`src/rtl/fpga_cfg_pkg.sv`:
```
// Shared configuration-path definitions: LUT/frame geometry and loader FSM states.
package fpga_cfg_pkg;

  localparam int unsigned LUT_BITS   = 16;
  localparam int unsigned FRAME_BITS = LUT_BITS + 1;

  typedef enum logic [2:0] {
    IDLE,
    LOAD,
    PARITY,
    COMMIT,
    ERROR
  } cfg_state_t;

endpackage

```
`src/rtl/cfg_shift_reg.sv`:
```
// Shadow register for the serial bitstream: shifts left, new bit enters at LSB.
module cfg_shift_reg #(
  parameter int unsigned WIDTH = 34
) (
  input  logic             clk,
  input  logic             reset,
  input  logic             shift_en,
  input  logic             din,
  output logic [WIDTH-1:0] q
);

  always_ff @(posedge clk or posedge reset) begin
    if (reset) begin
      q <= '0;
    end else if (shift_en) begin
      q <= {q[WIDTH-2:0], din};
    end
  end

endmodule

```
`src/rtl/ble_config_loader.sv`:
```
// Serial BLE configuration loader with atomic commit to the active LUT/FF-bypass registers.
// Optional trailing even-parity bit and ERROR path enabled by defining CFG_PARITY_EN.
module ble_config_loader
  import fpga_cfg_pkg::*;
#(
  parameter int unsigned NUM_BLE = 9
) (
  input  logic                        clk,
  input  logic                        reset,
  input  logic                        cfg_start,
  input  logic                        cfg_bit,
  input  logic                        cfg_valid,
  output logic                        cfg_ready,
  output logic [NUM_BLE*LUT_BITS-1:0] lut_cfg,
  output logic [NUM_BLE-1:0]          ff_sel,
  output logic                        busy,
  output logic                        cfg_done,
  output logic                        cfg_err
);

  localparam int unsigned TOTAL_BITS = NUM_BLE * FRAME_BITS;
  localparam int unsigned CNT_W      = $clog2(TOTAL_BITS + 1);
  localparam logic [CNT_W-1:0] LAST_BIT = CNT_W'(TOTAL_BITS - 1);

  cfg_state_t             state, state_n;
  logic [CNT_W-1:0]       cnt, cnt_n;
  logic [TOTAL_BITS-1:0]  shadow;
  logic                   shift_en;
  logic                   commit;

  cfg_shift_reg #(
    .WIDTH (TOTAL_BITS)
  ) u_shift (
    .clk      (clk),
    .reset    (reset),
    .shift_en (shift_en),
    .din      (cfg_bit),
    .q        (shadow)
  );

`ifdef CFG_PARITY_EN
  // Shadow holds all data bits; the parity bit is checked on the fly, never stored.
  logic parity_ok;
  assign parity_ok = ~(^shadow ^ cfg_bit);
`endif

  always_ff @(posedge clk or posedge reset) begin
    if (reset) begin
      state <= IDLE;
      cnt   <= '0;
    end else begin
      state <= state_n;
      cnt   <= cnt_n;
    end
  end

  always_comb begin
    state_n  = state;
    cnt_n    = cnt;
    shift_en = 1'b0;
    commit   = 1'b0;
    cfg_done = 1'b0;
    cfg_err  = 1'b0;
    busy     = (state != IDLE);
`ifdef CFG_PARITY_EN
    cfg_ready = (state == LOAD) || (state == PARITY);
`else
    cfg_ready = (state == LOAD);
`endif
    case (state)
      IDLE: begin
        if (cfg_start) begin
          state_n = LOAD;
          cnt_n   = '0;
        end
      end
      LOAD: begin
        // A restart wins over a bit offered in the same cycle; that bit is dropped.
        if (cfg_start) begin
          cnt_n = '0;
        end else if (cfg_valid) begin
          shift_en = 1'b1;
          cnt_n    = cnt + 1'b1;
          if (cnt == LAST_BIT) begin
`ifdef CFG_PARITY_EN
            state_n = PARITY;
`else
            state_n = COMMIT;
`endif
          end
        end
      end
`ifdef CFG_PARITY_EN
      PARITY: begin
        if (cfg_start) begin
          state_n = LOAD;
          cnt_n   = '0;
        end else if (cfg_valid) begin
          state_n = parity_ok ? COMMIT : ERROR;
        end
      end
      ERROR: begin
        cfg_err = 1'b1;
        state_n = IDLE;
      end
`endif
      COMMIT: begin
        commit   = 1'b1;
        cfg_done = 1'b1;
        state_n  = IDLE;
      end
      default: begin
        state_n = IDLE;
      end
    endcase
  end

  always_ff @(posedge clk or posedge reset) begin
    if (reset) begin
      lut_cfg <= '0;
      ff_sel  <= '0;
    end else if (commit) begin
      for (int unsigned i = 0; i < NUM_BLE; i++) begin
        lut_cfg[i*LUT_BITS +: LUT_BITS] <= shadow[i*FRAME_BITS +: LUT_BITS];
        ff_sel[i]                       <= shadow[i*FRAME_BITS + LUT_BITS];
      end
    end
  end

endmodule
```
`config.mk`:
```
export PLATFORM = sky130hd
export DESIGN_NAME = ble_config_loader
export DESIGN_NICKNAME = d
export VERILOG_FILES = /design/src/rtl/fpga_cfg_pkg.sv /design/src/rtl/cfg_shift_reg.sv /design/src/rtl/ble_config_loader.sv
export SDC_FILE = /design/constraint.sdc
export NUM_CORES = 1
export LEC_CHECK = 0
export CAP_MARGIN = 20
export CORE_ASPECT_RATIO = 0.5
export CORE_MARGIN = 2
export CORE_UTILIZATION = 55
export DETAILED_ROUTE_END_ITERATION = 16
export HOLD_SLACK_MARGIN = 0.06
export PLACE_DENSITY = 0.8
export SLEW_MARGIN = 10
export SYNTH_ARGS = -nofsm -noshare
export SYNTH_HDL_FRONTEND = slang
export SYNTH_SLANG_ARGS = --single-unit
```
`constraint.sdc`:
```
create_clock -name clk -period 19.8 [get_ports clk]
set_input_delay 4.95 -clock clk [delete_from_list [all_inputs] [get_ports clk]]
set_output_delay 4.95 -clock clk [all_outputs]
set_load 0.1 [all_outputs]
```
==> results.ini, run 1 <==
[worst_setup_path]
regToRegSetupSlack_ns = 16.61
critPathCaptureType = primary output
crit_required_ns = 14.85
cp-start-kind = register
path_class = reg2out
cp.arrival_ns = 3.29
critPathMaxFanout = 55

[pwr]
max-vdd-ir-drop_mv = 0.0615
p_leak_nw = 7.14
power_density_mw_per_mm2 = 87.2

[clock_network]
hold_buffers = 0
cts_tree = built
cts_sinks = 316
cts_root_buf = clkbuf_16
cts_buffers = 27
post_cts_buffers = 0
clockBufferDepth = 3
htree_num_levels = 1
cts_resized = 0
clkLatencyLatePin_ns = 0.53
clkSlewWorstSetupHoldPaths_ns = 0.07

[synthesis]
synth_seq_cells = 316
synth_area_mm2 = 0.0119
ys_top_cells_by_count = 316 x dfrtp_1, 306 x mux2_2, 33 x buf_2
yosys-top-cells-area = dfrtp_1 67%, mux2_2 29%, buf_2 1.4%, o21ai_0 0.25%, nor2_1 0.25%
yosys.cell_count.top_type = dfrtp_1
synth_top_area_frac = 0.667
synthFlopType = dfrtp_1
ys_types = 27
synth-edff-count = 0
syn_inst = 713
syn_area_per_cell_um2 = 16.6
ys_seq_area_frac = 0.667
async_reset_ff_frac = 1.00
yosysTopAreaCell = dfrtp_1
synth_nets = 720
yosys_warnings = 0

[global_route]
grt_max_degree = 211
grt_antenna_before_repair = 0
grt_remaining_overflow = 0
grt_usage = 0.185
grt_pass1_vias = 6506
grt_pass1_wl_um = 34000

[timing]
fin_crit_sh = 0.416
setup_ws_ns = 11.56
finalSetupViolCount = 0
fmax_ghz = 0.121
slew_headroom = 0.233
worst_clock_skew_ns = 0.0128
finalMaxSlewViolations = 0
hold_viol = 0
tightest_slew_ns = 1.15
period_needed_ns = 8.24
rsz0062_at_grt = false
fin_setup_tns_ns = 0

[cells_and_area]
drive_gt1_frac = 0.411
antenna_cells = 0
regArea_mm2 = 0.00791
fin_nets = 878
area_growth_pct = 23.2
multi_input_area_mm2 = 0.00374
fillers = 1410

[floorplanning]
rows = 37
dieWidth_um = 212
initial_core_util = 0.569
ios = 162
dieArea_mm2 = 0.0228
fp.dieH_um = 108
core_mm2 = 0.0208

[placement]
place_congestion = 0.746
hpwl_um = 12900
pre_cts_ws_ns = 11.67
io_buffers = 160

[hold_path]
hold_path.class = reg2reg

[drt]
vias = 6257
drtAntennaViolNets = 0
wl_um = 20700
drc = 0
viasPerCell = 5.38
drt_iter0_markers = 336
wl_per_cell_um = 17.8
first_pass_iters = 4

[job]
drv_cap = 0

[status]
status = finished clean

==> through the flow <==
step | total power, W | cells | util | hold WS (ns) | cell area, µm²
floorplan | 0.000722 | 713 | - | 0.451 | 11900
global placement | 0.000733 | 1115 | 0.656 | 0.489 | 13700
detailed placement | 0.000735 | 1115 | 0.656 | 0.493 | 13700
CTS | 0.00129 | 1164 | 0.701 | 0.508 | 14600
global route | 0.00132 | 1164 | 0.701 | 0.519 | 14600
finish | 0.00127 | 1164 | 0.701 | 0.503 | 14600
==> critical path: stages, from the launching register on <==
cell and delay (ns):
dfrtp_1 0.53, nand2_1 0.09, buf_4 0.27, inv_4 0.54, clkdlybuf4s50_1 1.26
==> sequential cells by signal, summed over array words and instances (netlist names) <==
| register | cells |
|---|---|
| cnt | 8 |
| ff_sel | 9 |
| u_shift.q | 153 |
| state | 2 |
| lut_cfg | 144 |
==> report_power, final <==
part           switching (W)  internal [W]  total [W]
registers          0.0000141      0.000662   0.000676
logic              0.0000275     0.0000203  0.0000478
clock network       0.000231      0.000318   0.000549
==> kinds of logic (layout without fill, tap and decap cells) <==
logic type               count (synthesis)  in the layout  synth area share
AO/OA/AOI/OAI                           12             12           0.00538
XOR/XNOR                                 2              2           0.00148
adder cells (fa/ha/maj)                  2              2           0.00211
buffers and inverters                   41            219            0.0174
flip-flops                             316            316             0.667
multiplexers                           306            306             0.291
other                                    1              1          0.000316
AND/OR/NAND/NOR                         33             33            0.0156
==> area by class of cell <==
class | instances | share of cell area
Clock buffer | 33 | 0.0505
Clock inverter | 16 | 0.0134
Inverter | 6 | 0.00223
Multi-Input combinational cell | 356 | 0.256
Sequential cell | 316 | 0.541
Tap cell | 273 | 0.0234
Timing Repair Buffer | 164 | 0.113
==> placed cells by master (no fill, tap or decap), types with 5 or more instances in the layout <==
cell type	Yosys	routed
o21ai_0	6	6
dfrtp_1	316	316
nand2_1	5	5
mux2_2	306	306
a21oi_1	5	5
clkinv_2	0	7
clkdlybuf4s50_1	0	160
clkbuf_16	0	27
nor2_1	8	8
==> layer usage <==
metal / global-route usage / share of wire / vias to the layer above
met5: 0 / 0 / -
met4: 0.0428 / 0.019 / 0
met3: 0.0289 / 0.030 / 32
met2: 0.308 / 0.49 / 102
met1: 0.260 / 0.46 / 3287
li1: - / - / 2836
==> worst paths after layout <==
check / startpoint / end / cells after the start
max: state[1] / cfg_done / 4
min: lut_cfg[139] / lut_cfg[139] / 1
max reg2reg: state[1] / u_shift.q[95] / 3
min reg2reg: lut_cfg[139] / lut_cfg[139] / 1
max in group asynchronous: reset / u_shift.q[5] / 3
min in group asynchronous: reset / lut_cfg[121] / 2
Note: power is estimated with default switching activity, not from simulation.
==> run 2: changes to the inputs <==
CORE_UTILIZATION = 49   (was 55)
PLACE_DENSITY = 0.75   (was 0.8)
clock period = 7.4 ns   (was 19.8 ns; I/O delays follow)
==> results.ini, run 2 (synthesis gave the netlist of run 1 again) <==
[cells_and_area]
antenna_cells = 0  ; unchanged
fin_nets = 883  ; +0.57%
reg_top3 = u_shift.q (153), lut_cfg (144), ff_sel (9)
drive_gt1_frac = 0.414  ; +0.00302
mostFrequentLayoutCell = dfrtp_1
largest_reg_flops = 153  ; unchanged
area_growth_pct = 24.5
fin_area_mm2 = 0.0148  ; +1.1%
mostFrequentLayoutCells = 316 x dfrtp_1, 306 x mux2_2, 160 x clkdlybuf4s50_1
top_register = u_shift.q

[global_route]
grt_remaining_overflow = 0  ; unchanged
grt_pass1_vias = 6505  ; -0.015%
grt_antenna_before_repair = 0  ; unchanged
grt_usage = 0.167  ; -0.0182
grt_pass1_wl_um = 34300  ; +0.93%
grt_max_degree = 179  ; -15%

[pwr]
power_density_mw_per_mm2 = 237  ; +170%
finalPower_w = 0.00350  ; +170%
max-vdd-ir-drop_mv = 0.124  ; +100%
p_leak_nw = 7.19  ; +0.72%

[placement]
pre_cts_ws_ns = 2.90  ; -8.77 ns
postPlaceCellArea_mm2 = 0.0138  ; +0.61%
place_congestion = 0.792  ; +6.2%
hpwl_um = 13000  ; +1.0%
io_buffers = 160  ; unchanged

[drt]
wl_um = 20700  ; +0.12%
first_pass_iters = 4  ; unchanged
drc = 0  ; unchanged
drt_iter0_markers = 324  ; -3.6%
vias = 6200  ; -0.91%
viasPerCell = 5.11  ; -5.0%
wl_per_cell_um = 17.1  ; -4.0%
drtAntennaViolNets = 0  ; unchanged

[timing]
worst_clock_skew_ns = 0.00775  ; -0.00510 ns
hold_viol = 0  ; unchanged
finalMaxSlewViolations = 0  ; unchanged
fin_setup_tns_ns = 0  ; unchanged
fin_crit_sh = 0.616
period_needed_ns = 4.56
tightest_slew_ns = 1.04  ; -0.106 ns
finalSetupViolCount = 0  ; unchanged
rsz0062_at_grt = false
fmax_ghz = 0.219
slew_headroom = 0.302  ; +0.0686
setup_ws_ns = 2.84  ; -8.72 ns

[clock_network]
cts_sinks = 316  ; unchanged
clkLatencyLatePin_ns = 0.55  ; +0.02 ns
cts_resized = 0  ; unchanged
hold_buffers = 0  ; unchanged
post_cts_buffers = 0  ; unchanged
cts_buffers = 29  ; +7.4%
cts_tree = built
cts_root_buf = clkbuf_16
clkSlewWorstSetupHoldPaths_ns = 0.07  ; about the same
clockBufferDepth = 3  ; unchanged
htree_num_levels = 1  ; unchanged

[worst_setup_path]
cp.arrival_ns = 2.71  ; -0.58 ns
crit_required_ns = 5.55  ; -9.30 ns
critPathCaptureType = primary output
path_class = reg2out
cp-start-kind = register
critPathMaxFanout = 29  ; -47%

[job]
drv_cap = 0  ; unchanged

[floorplanning]
rows = 40  ; +8.1%
core_mm2 = 0.0239  ; +15%
ios = 162  ; unchanged
initial_core_util = 0.497  ; -0.0725
dieWidth_um = 224  ; +5.8%
dieArea_mm2 = 0.0255  ; +12%
fp.dieH_um = 114  ; +5.7%

[hold_path]
hold_path.class = reg2reg

[status]
status = finished clean

-- run 2: cell types whose count changed in the layout (fill, tap and decap cells not counted) --
| cell | delta |
|---|---|
| inv_8 | -1 |
| buf_4 | +2 |
| clkbuf_1 | +2 |
| buf_12 | +1 |
| clkbuf_8 | +1 |
| clkbuf_16 | +2 |
| inv_6 | +1 |
-- run 2: routing by layer --
metal / part of all wire / routed length, µm / GRT usage / vias to the layer above
li1: - / - / - / 2857
met1: 0.45 / 9250 / 0.223 / 3203
met2: 0.50 / 10300 / 0.280 / 110
met3: 0.036 / 741 / 0.0348 / 30
met4: 0.020 / 413 / 0.0462 / 0
met5: 0 / 0 / 0 / -
-- run 2: cell type report --
cell class	count	area (µm²)
tap	315	394
multi-input combinational	356	3740
clock inverter	16	196
fill	1749	9110
inverter	6	28.8
sequential	316	7910
timing repair buffer	167	1680
clock buffer	38	810
-- run 2: final timing paths --
| kind | from | endpoint | slack [ns] | cells after the start |
|---|---|---|---|---|
| max | state[1] | cfg_done | 2.84 | 4 |
| min | lut_cfg[127] | lut_cfg[127] | 0.50 | 1 |
| max reg2reg | state[1] | lut_cfg[73] | 4.31 | 6 |
| min reg2reg | lut_cfg[127] | lut_cfg[127] | 0.50 | 1 |
| max in group asynchronous | reset | u_shift.q[152] | 4.77 | 3 |
| min in group asynchronous | reset | u_shift.q[6] | 1.96 | 3 |
-- run 2: where the power goes --
part,leakage [nW],switching (W),internal (W)
Combinational,2.31,0.0000755,0.0000555
Sequential,4.39,0.0000373,0.00177
Clock,0.495,0.000646,0.000914
-- run 2: through the flow --
| stage | hold slack [ns] | cells | utilization |
|---|---|---|---|
| floorplan | 0.451 | 713 | - |
| CTS | 0.501 | 1214 | 0.618 |
| global route | 0.509 | 1214 | 0.618 |
| finish | 0.502 | 1214 | 0.618 |
| detailed placement | 0.488 | 1160 | 0.576 |
| global placement | 0.482 | 1160 | 0.576 |
-- run 2: worst max-delay path: stages, from the launching register on --
cell             delay (ns)
dfrtp_1                0.53
nand2_1                0.09
buf_4                  0.25
inv_4                  0.13
clkdlybuf4s50_1        1.14
